File: src/rtl/klp32_fetch_unit.sv
// Instruction fetch unit: credit-limited requests to an in-order instruction
// memory, a prefetch FIFO toward decode, and redirect flush with stale-response drop.
module klp32_fetch_unit #(
  parameter int unsigned     XLEN     = 32,
  parameter int unsigned     DEPTH    = 4,
  parameter logic [XLEN-1:0] RESET_PC = '0
) (
  input  logic                       clk,
  input  logic                       reset,
  output logic                       imem_req_valid,
  input  logic                       imem_req_ready,
  output logic [XLEN-1:0]            imem_req_addr,
  input  logic                       imem_rsp_valid,
  input  logic [XLEN-1:0]            imem_rsp_data,
  input  logic                       redirect_valid,
  input  logic [XLEN-1:0]            redirect_pc,
  output logic                       inst_valid,
  input  logic                       inst_ready,
  output logic [XLEN-1:0]            inst_data,
  output logic [XLEN-1:0]            inst_pc,
  output logic [$clog2(DEPTH+1)-1:0] fifo_count
);
  localparam int unsigned CW      = $clog2(DEPTH + 1);
  localparam int unsigned PW      = $clog2(DEPTH);
  localparam logic [CW:0] DEPTH_C = (CW+1)'(DEPTH);

  typedef struct packed {
    logic [XLEN-1:0] pc;
    logic [XLEN-1:0] inst;
  } entry_t;

  entry_t [DEPTH-1:0] fifo_q;
  logic [PW-1:0]      wr_ptr, rd_ptr;
  logic [CW-1:0]      occ, outstanding, discard, outstanding_nxt;
  logic [XLEN-1:0]    fetch_pc, rsp_pc, redirect_tgt;
  logic               boot, req_fire, rsp_take, push, pop;

  assign redirect_tgt    = redirect_pc & ~XLEN'(3);
  // Credit counts buffered plus in-flight words so a returning response always has a slot.
  assign imem_req_valid  = !reset && !boot && !redirect_valid &&
                           (({1'b0, occ} + {1'b0, outstanding}) < DEPTH_C);
  assign imem_req_addr   = fetch_pc;
  assign req_fire        = imem_req_valid && imem_req_ready;
  assign rsp_take        = !reset && imem_rsp_valid && (outstanding != '0);
  assign push            = rsp_take && (discard == '0) && !redirect_valid;
  assign inst_valid      = !reset && (occ != '0) && !redirect_valid;
  assign pop             = inst_valid && inst_ready;
  assign inst_data       = fifo_q[rd_ptr].inst;
  assign inst_pc         = fifo_q[rd_ptr].pc;
  assign fifo_count      = reset ? '0 : occ;
  assign outstanding_nxt = outstanding + CW'(req_fire) - CW'(rsp_take);

  always_ff @(posedge clk) begin
    if (reset) begin
      boot        <= 1'b1;
      fetch_pc    <= RESET_PC;
      rsp_pc      <= RESET_PC;
      outstanding <= '0;
      discard     <= '0;
      occ         <= '0;
      wr_ptr      <= '0;
      rd_ptr      <= '0;
    end else begin
      boot        <= 1'b0;
      outstanding <= outstanding_nxt;
      if (redirect_valid) begin
        // Everything still in flight after this cycle belongs to the old path.
        fetch_pc <= redirect_tgt;
        rsp_pc   <= redirect_tgt;
        discard  <= outstanding_nxt;
        occ      <= '0;
        wr_ptr   <= '0;
        rd_ptr   <= '0;
      end else begin
        if (req_fire) fetch_pc <= fetch_pc + XLEN'(4);
        if (rsp_take && (discard != '0)) discard <= discard - CW'(1);
        if (push) begin
          rsp_pc <= rsp_pc + XLEN'(4);
          wr_ptr <= wr_ptr + PW'(1);
        end
        if (pop) rd_ptr <= rd_ptr + PW'(1);
        occ <= occ + CW'(push) - CW'(pop);
      end
    end
  end

  always_ff @(posedge clk) begin
    if (push) fifo_q[wr_ptr] <= '{pc: rsp_pc, inst: imem_rsp_data};
  end

endmodule

File: config.mk
export PLATFORM = sky130hd
export DESIGN_NAME = klp32_fetch_unit
export DESIGN_NICKNAME = d
export VERILOG_FILES = /design/src/rtl/klp32_fetch_unit.sv
export SDC_FILE = /design/constraint.sdc
export NUM_CORES = 1
export LEC_CHECK = 0
export BUFFER_PORTS_ARGS = -buffer_cell sky130_fd_sc_hd__buf_2
export CAP_MARGIN = 20
export CORE_ASPECT_RATIO = 0.8
export CORE_MARGIN = 5
export CORE_UTILIZATION = 45
export CTS_CLUSTER_SIZE = 16
export DETAILED_ROUTE_END_ITERATION = 12
export GPL_ROUTABILITY_DRIVEN = 0
export GPL_TIMING_DRIVEN = 0
export PLACE_DENSITY = 0.77
export SYNTH_ARGS = -nofsm -noshare
export SYNTH_HDL_FRONTEND = slang
export SYNTH_SLANG_ARGS = --single-unit
File: constraint.sdc
create_clock -name clk -period 8.2 [get_ports clk]
set_clock_uncertainty 0.15 [all_clocks]
set_input_delay 0.41 -clock clk [delete_from_list [all_inputs] [get_ports clk]]
set_output_delay 0.41 -clock clk [all_outputs]
set_load 0.005 [all_outputs]
; After elaboration in Yosys (flattened, before gate mapping)
; Index checks and enable logic that the tools add are counted.
[word_totals]
register_bits = 334
input_bits = 70
word_cells = 69
[op_classes]
addsub = 10
n_lt_le_gt_ge = 4
mux = 13
n_reduce_logical = 24
[ops]
columns = operator, count
row1 = bitwise mux 256 bit, 1
row2 = binary-select mux 64 bit (select 2 bit), 1
row3 = demux 64 bit (select 2 bit), 1
row4 = two-way mux 32 bit, 4
row5 = two-way mux 64 bit, 2
row6 = adder 32 x 3 -> 32 bit (second input constant), 2
row7 = logical AND 1 bit, 13
row8 = two-way mux 3 bit, 3
row9 = nonzero test 3 bit, 3
row10 = adder 3 x 1 -> 3 bit, 2
row11 = < comparator 2 x 3 -> 1 bit (second input constant), 2
row12 = nonzero test 2 bit, 3
row13 = subtractor 3 x 1 -> 3 bit, 2
row14 = adder 2 x 1 -> 2 bit (second input constant), 2
row15 = adder 3 x 3 -> 4 bit, 1
row16 = < comparator 4 x 3 -> 1 bit (second input constant), 1
row17 = zero test 1 bit, 3
row18 = zero test 3 bit, 1
row19 = subtractor 3 x 1 -> 3 bit (second input constant), 1
row20 = greater-or-equal comparator 2 x 1 -> 1 bit (second input constant), 1
row21 = OR reduction 2 bit, 1
row22 = two-way mux 1 bit, 1

; Logic depth before layout (Yosys ltp)
[logic_depth]
word_depth = 8
mapped_depth = 15
depth_no_buf = 13

; Worst setup path after synthesis
; OpenSTA, ideal clock, no wires.
[synth_path]
kind = in2reg
start = input port reset
end = register fifo_q[0] (netlist bit), enable pin
setup_ns = 0.427
arrival_time_ns = 2.822
required_ns = 7.623
slack_ns = 4.801
stages = 5
path_cell_list = buf_6 nand2b_4 nor3_1 clkbuf_1 and3_1
[synth_via]
elab_chain_len = 5
[synth_lines]
columns = element, line_no
row1 = from (decl), 9  ; input logic reset,
row2 = zero test 1 bit, 44  ; assign rsp_take = !reset && imem_rsp_valid && (outstanding != '0);
row3 = logical AND 1 bit (2 in a row), 44
row4 = logical AND 1 bit (2 in a row), 45  ; assign push = rsp_take && (discard == '0) && !redirect_valid;
row5 = "to (signal, indexed assignment)", 88  ; if (push) fifo_q[wr_ptr] <= '{pc: rsp_pc, inst: imem_rsp_data};
row6 = to (decl), 32  ; entry_t [DEPTH-1:0] fifo_q;
; No other way between the ends.
; A chain may end at the register's enable or synchronous reset.

; Final worst setup path
[layout_path]
start = register rd_ptr[0]
end = output port inst_data[17]
[layout_via]
elab_chain_len = 2
[layout_lines]
columns = element, line_no
row1 = from (decl), 33  ; logic [PW-1:0] wr_ptr, rd_ptr;
row2 = from (signal assigned), 81  ; if (pop) rd_ptr <= rd_ptr + PW'(1);
row3 = binary-select mux 64 bit (select 2 bit), 48  ; assign inst_data = fifo_q[rd_ptr].inst;
row4 = two-way mux 64 bit, n/a
row5 = to (decl), 19  ; output logic [XLEN-1:0] inst_data,
; No other way between the ends. The select of a mux whose other input is x is not followed.

==> run_results.csv <==
group,metric,value,unit
layout,areaGrowthSynthToFinish,22.26,%
synth,yosys_warnings,0,
detailed_routing,dr.first_iter.drc_count,668,
critical_path,ff2ff_path_depth,13,
critical_path,path_cells,"clkbuf_1, buf_1, mux4_2, buf_2",
critical_path,path_depth,4,
critical_path,crit_slowest_cell,"buf_1",
global_route,grt_usage,0.1893,
global_route,grt_max_degree,60,
synth,synthesis.area,13230,µm²
critical_path,critPathTopFamily,"buffers and inverters",
power_and_ir_drop,irDropWorstVdd,0.0001642,V
timing,finalSetupViolCount,0,
global_route,grt-ovfl-total,0,
clock_network,clkLatencyLatePin,570,ps
synth,ys.flop_type,"edfxtp_1",
synth,synth_edf_count,248,
critical_path,path_max_fanout,10,
timing,final.min_clock_period,3452,ps
timing,worstMarginPinSlew,911.9,ps
layout,fillerInstances,2310,
min_path,whs_path_depth,3,
synth,async_flop_share,0,
global_route,grt_pass1_vias,8665,
critical_path,path_buf_inv,3,
floorplanning,ios,171,
placement,port_buffers,163,
clock_network,cts_tree,"built",
floorplanning,chipWidth,201.7,µm
flow_run,drv_cap,0,
critical_path,critical_path_class,"flop to output port",
floorplanning,rows,56,
timing,hold_viol,0,
floorplanning,coreArea,29150,µm²
power_and_ir_drop,p_per_area,214.7,nW/µm²
timing,fin_tns_setup,0,ps
clock_network,root_buffer,"clkbuf_16",
timing,drv_slew,0,
clock_network,cts-hold-fix-buffers,52,
detailed_routing,via_per_inst,5.589,
critical_path,start_kind,"flop",
timing,fmax,289.7,MHz
min_path,hp-class,"primary input to flop",
status,status,"completed",
synth,seq_area_frac_synth,0.6749,
power_and_ir_drop,p_leak,5.518,nW
timing,rsz0062_at_grt,"false",
detailed_routing,routedWlPerCell,20.53,µm
critical_path,crit_arrival,2890,ps
clock_network,cts_buffers,31,
clock_network,cts_sinks,322,
timing,period_share,0.4210,
floorplanning,start_util,0.4539,
critical_path,cpPeakStageDelay,750,ps
timing,slew_headroom,0.3921,
clock_network,htree_levels,1,
synth,ys_types,56,
synth,syn-mean-instance-area,15.31,µm²
clock_network,clockBufferDepth,3,
layout,nets,1206,
detailed_routing,ant_nets,0,
detailed_routing,route.detailed.drc,0,
layout,diodes,0,
global_route,grt_first_pass_wirelength,49600,µm
synth,syn_inst,864,
critical_path,end_kind,"output port",
detailed_routing,first_pass_iters,8,
detailed_routing,vias,8506,
clock_network,cts.reportedPaths.clkPinSlew,70,ps
floorplanning,die-height,163.4,µm
placement,dpl.hpwl,20630,µm
timing,holdWs,34.29,ps
floorplanning,dieArea,32950,µm²
detailed_routing,finalWirelength,31250,µm
layout,final_util,0.5549,
global_route,grt_antenna_before_repair,0,
layout,drive_gt1_frac,0.2585,
synth,ys_ff_latch,322,
clock_network,cts_setup_buffers,0,
clock_network,cts_resized,0,
critical_path,crit_required,7640,ps
-- worst register-to-register path: cells and delay by family (launching register included) --
family / cells / cell delay [ps]
compound gates: 2 / 180
xor+xnor: 2 / 350
fa+ha+maj: 4 / 1180
buf+inv: 3 / 500
flops: 1 / 410
simple gates: 2 / 510
-- final cells by class --
type | instances | area (µm²) | share of cell area
well taps | 377 | 471.7 | 0.02916
inverters | 27 | 101.3 | 0.006265
multi-input cells | 464 | 3998 | 0.2471
clock buffers | 36 | 794.5 | 0.04912
plain buffers | 54 | 234.0 | 0.01446
flip-flops and latches | 322 | 8929 | 0.5520
clock inverters | 22 | 186.4 | 0.01153
repair buffers | 220 | 1461 | 0.09035
-- logic make-up (layout without fill, tap and decap cells) --
logic type	after synthesis	count (layout)	share of synthesized area
other cells	1	4	0.0002834
fa+ha+maj	16	16	0.01627
flops	322	322	0.6749
xor+xnor	35	35	0.02317
simple gates	229	229	0.09287
mux	69	69	0.1111
buf+inv	81	359	0.02535
compound gates	111	111	0.05608
-- final timing paths --
check	slack (ps)	start	end
max	4750	rd_ptr[0]	inst_data[17]
min	30	redirect_pc[11]	imem_req_addr[11]
max reg2reg	4790	occ[2]	discard[2]
min reg2reg	360	wr_ptr[1]	wr_ptr[1]
-- Yosys cell counts, types with 19 or more instances --
cell type    n  area share
dfxtp_1     74        0.11
edfxtp_1   248        0.56
clkbuf_1    36       0.010
mux4_2      62        0.11
nand3_1     23      0.0087
nand4_1     23       0.011
xnor2_1     23       0.015
nand2_1     45       0.013
inv_1       27      0.0077
a21oi_1     29       0.011
nor2_1      42       0.012
nor3_1      19      0.0072
-- registers in the layout, indices dropped and copies added (netlist names) --
signal,cells
fifo_q,248
wr_ptr,2
boot,1
discard,3
occ,3
rd_ptr,2
outstanding,3
rsp_pc,30
imem_req_addr,30
-- stage by stage --
step	cells	worst slack, ps	total power, mW	instance area [µm²]
finish	1522	4748	3.473	16180
floorplan	867	4801	2.004	13240
global placement	1407	3369	2.101	14530
detailed placement	1411	4804	2.111	14660
CTS	1521	4522	3.497	16160
global route	1522	4393	3.600	16180
-- power by group --
group	internal (mW)	switching (mW)	leakage [nW]
Clock	0.763	0.609	0.470
Sequential	1.80	0.0489	2.86
Combinational	0.113	0.135	2.19
Total	2.68	0.793	5.52
-- layer usage --
| layer | routed length (µm) | GRT usage |
|---|---|---|
| met5 | 0 | 0 |
| met4 | 563 | 0.03540 |
| met3 | 2913 | 0.03990 |
| met2 | 14340 | 0.3112 |
| met1 | 13430 | 0.2665 |
-- layout by cell type (no fill, tap or decap), types with 5 or more instances in the layout --
cell type        n
nand3_1         23
ha_1            14
nor3b_1          7
xnor2_1         23
a211oi_1        16
a21oi_1         29
clkinv_1         7
and4_1          12
a31oi_1         17
dfxtp_1         74
nor3_1          19
or3_1            8
inv_1           27
dlygate4sd3_1   52
buf_2          164
a21boi_0         5
nor2_1          42
xor2_1          12
edfxtp_1       248
clkbuf_16       31
and2_1          10
and3_1           9
mux4_2          62
nand2_1         45
nand4_1         23
nor4_1          12
clkbuf_1        41
buf_1           11
nor2b_1          6
o21ai_0         11
(Power assumes the default switching activity.)
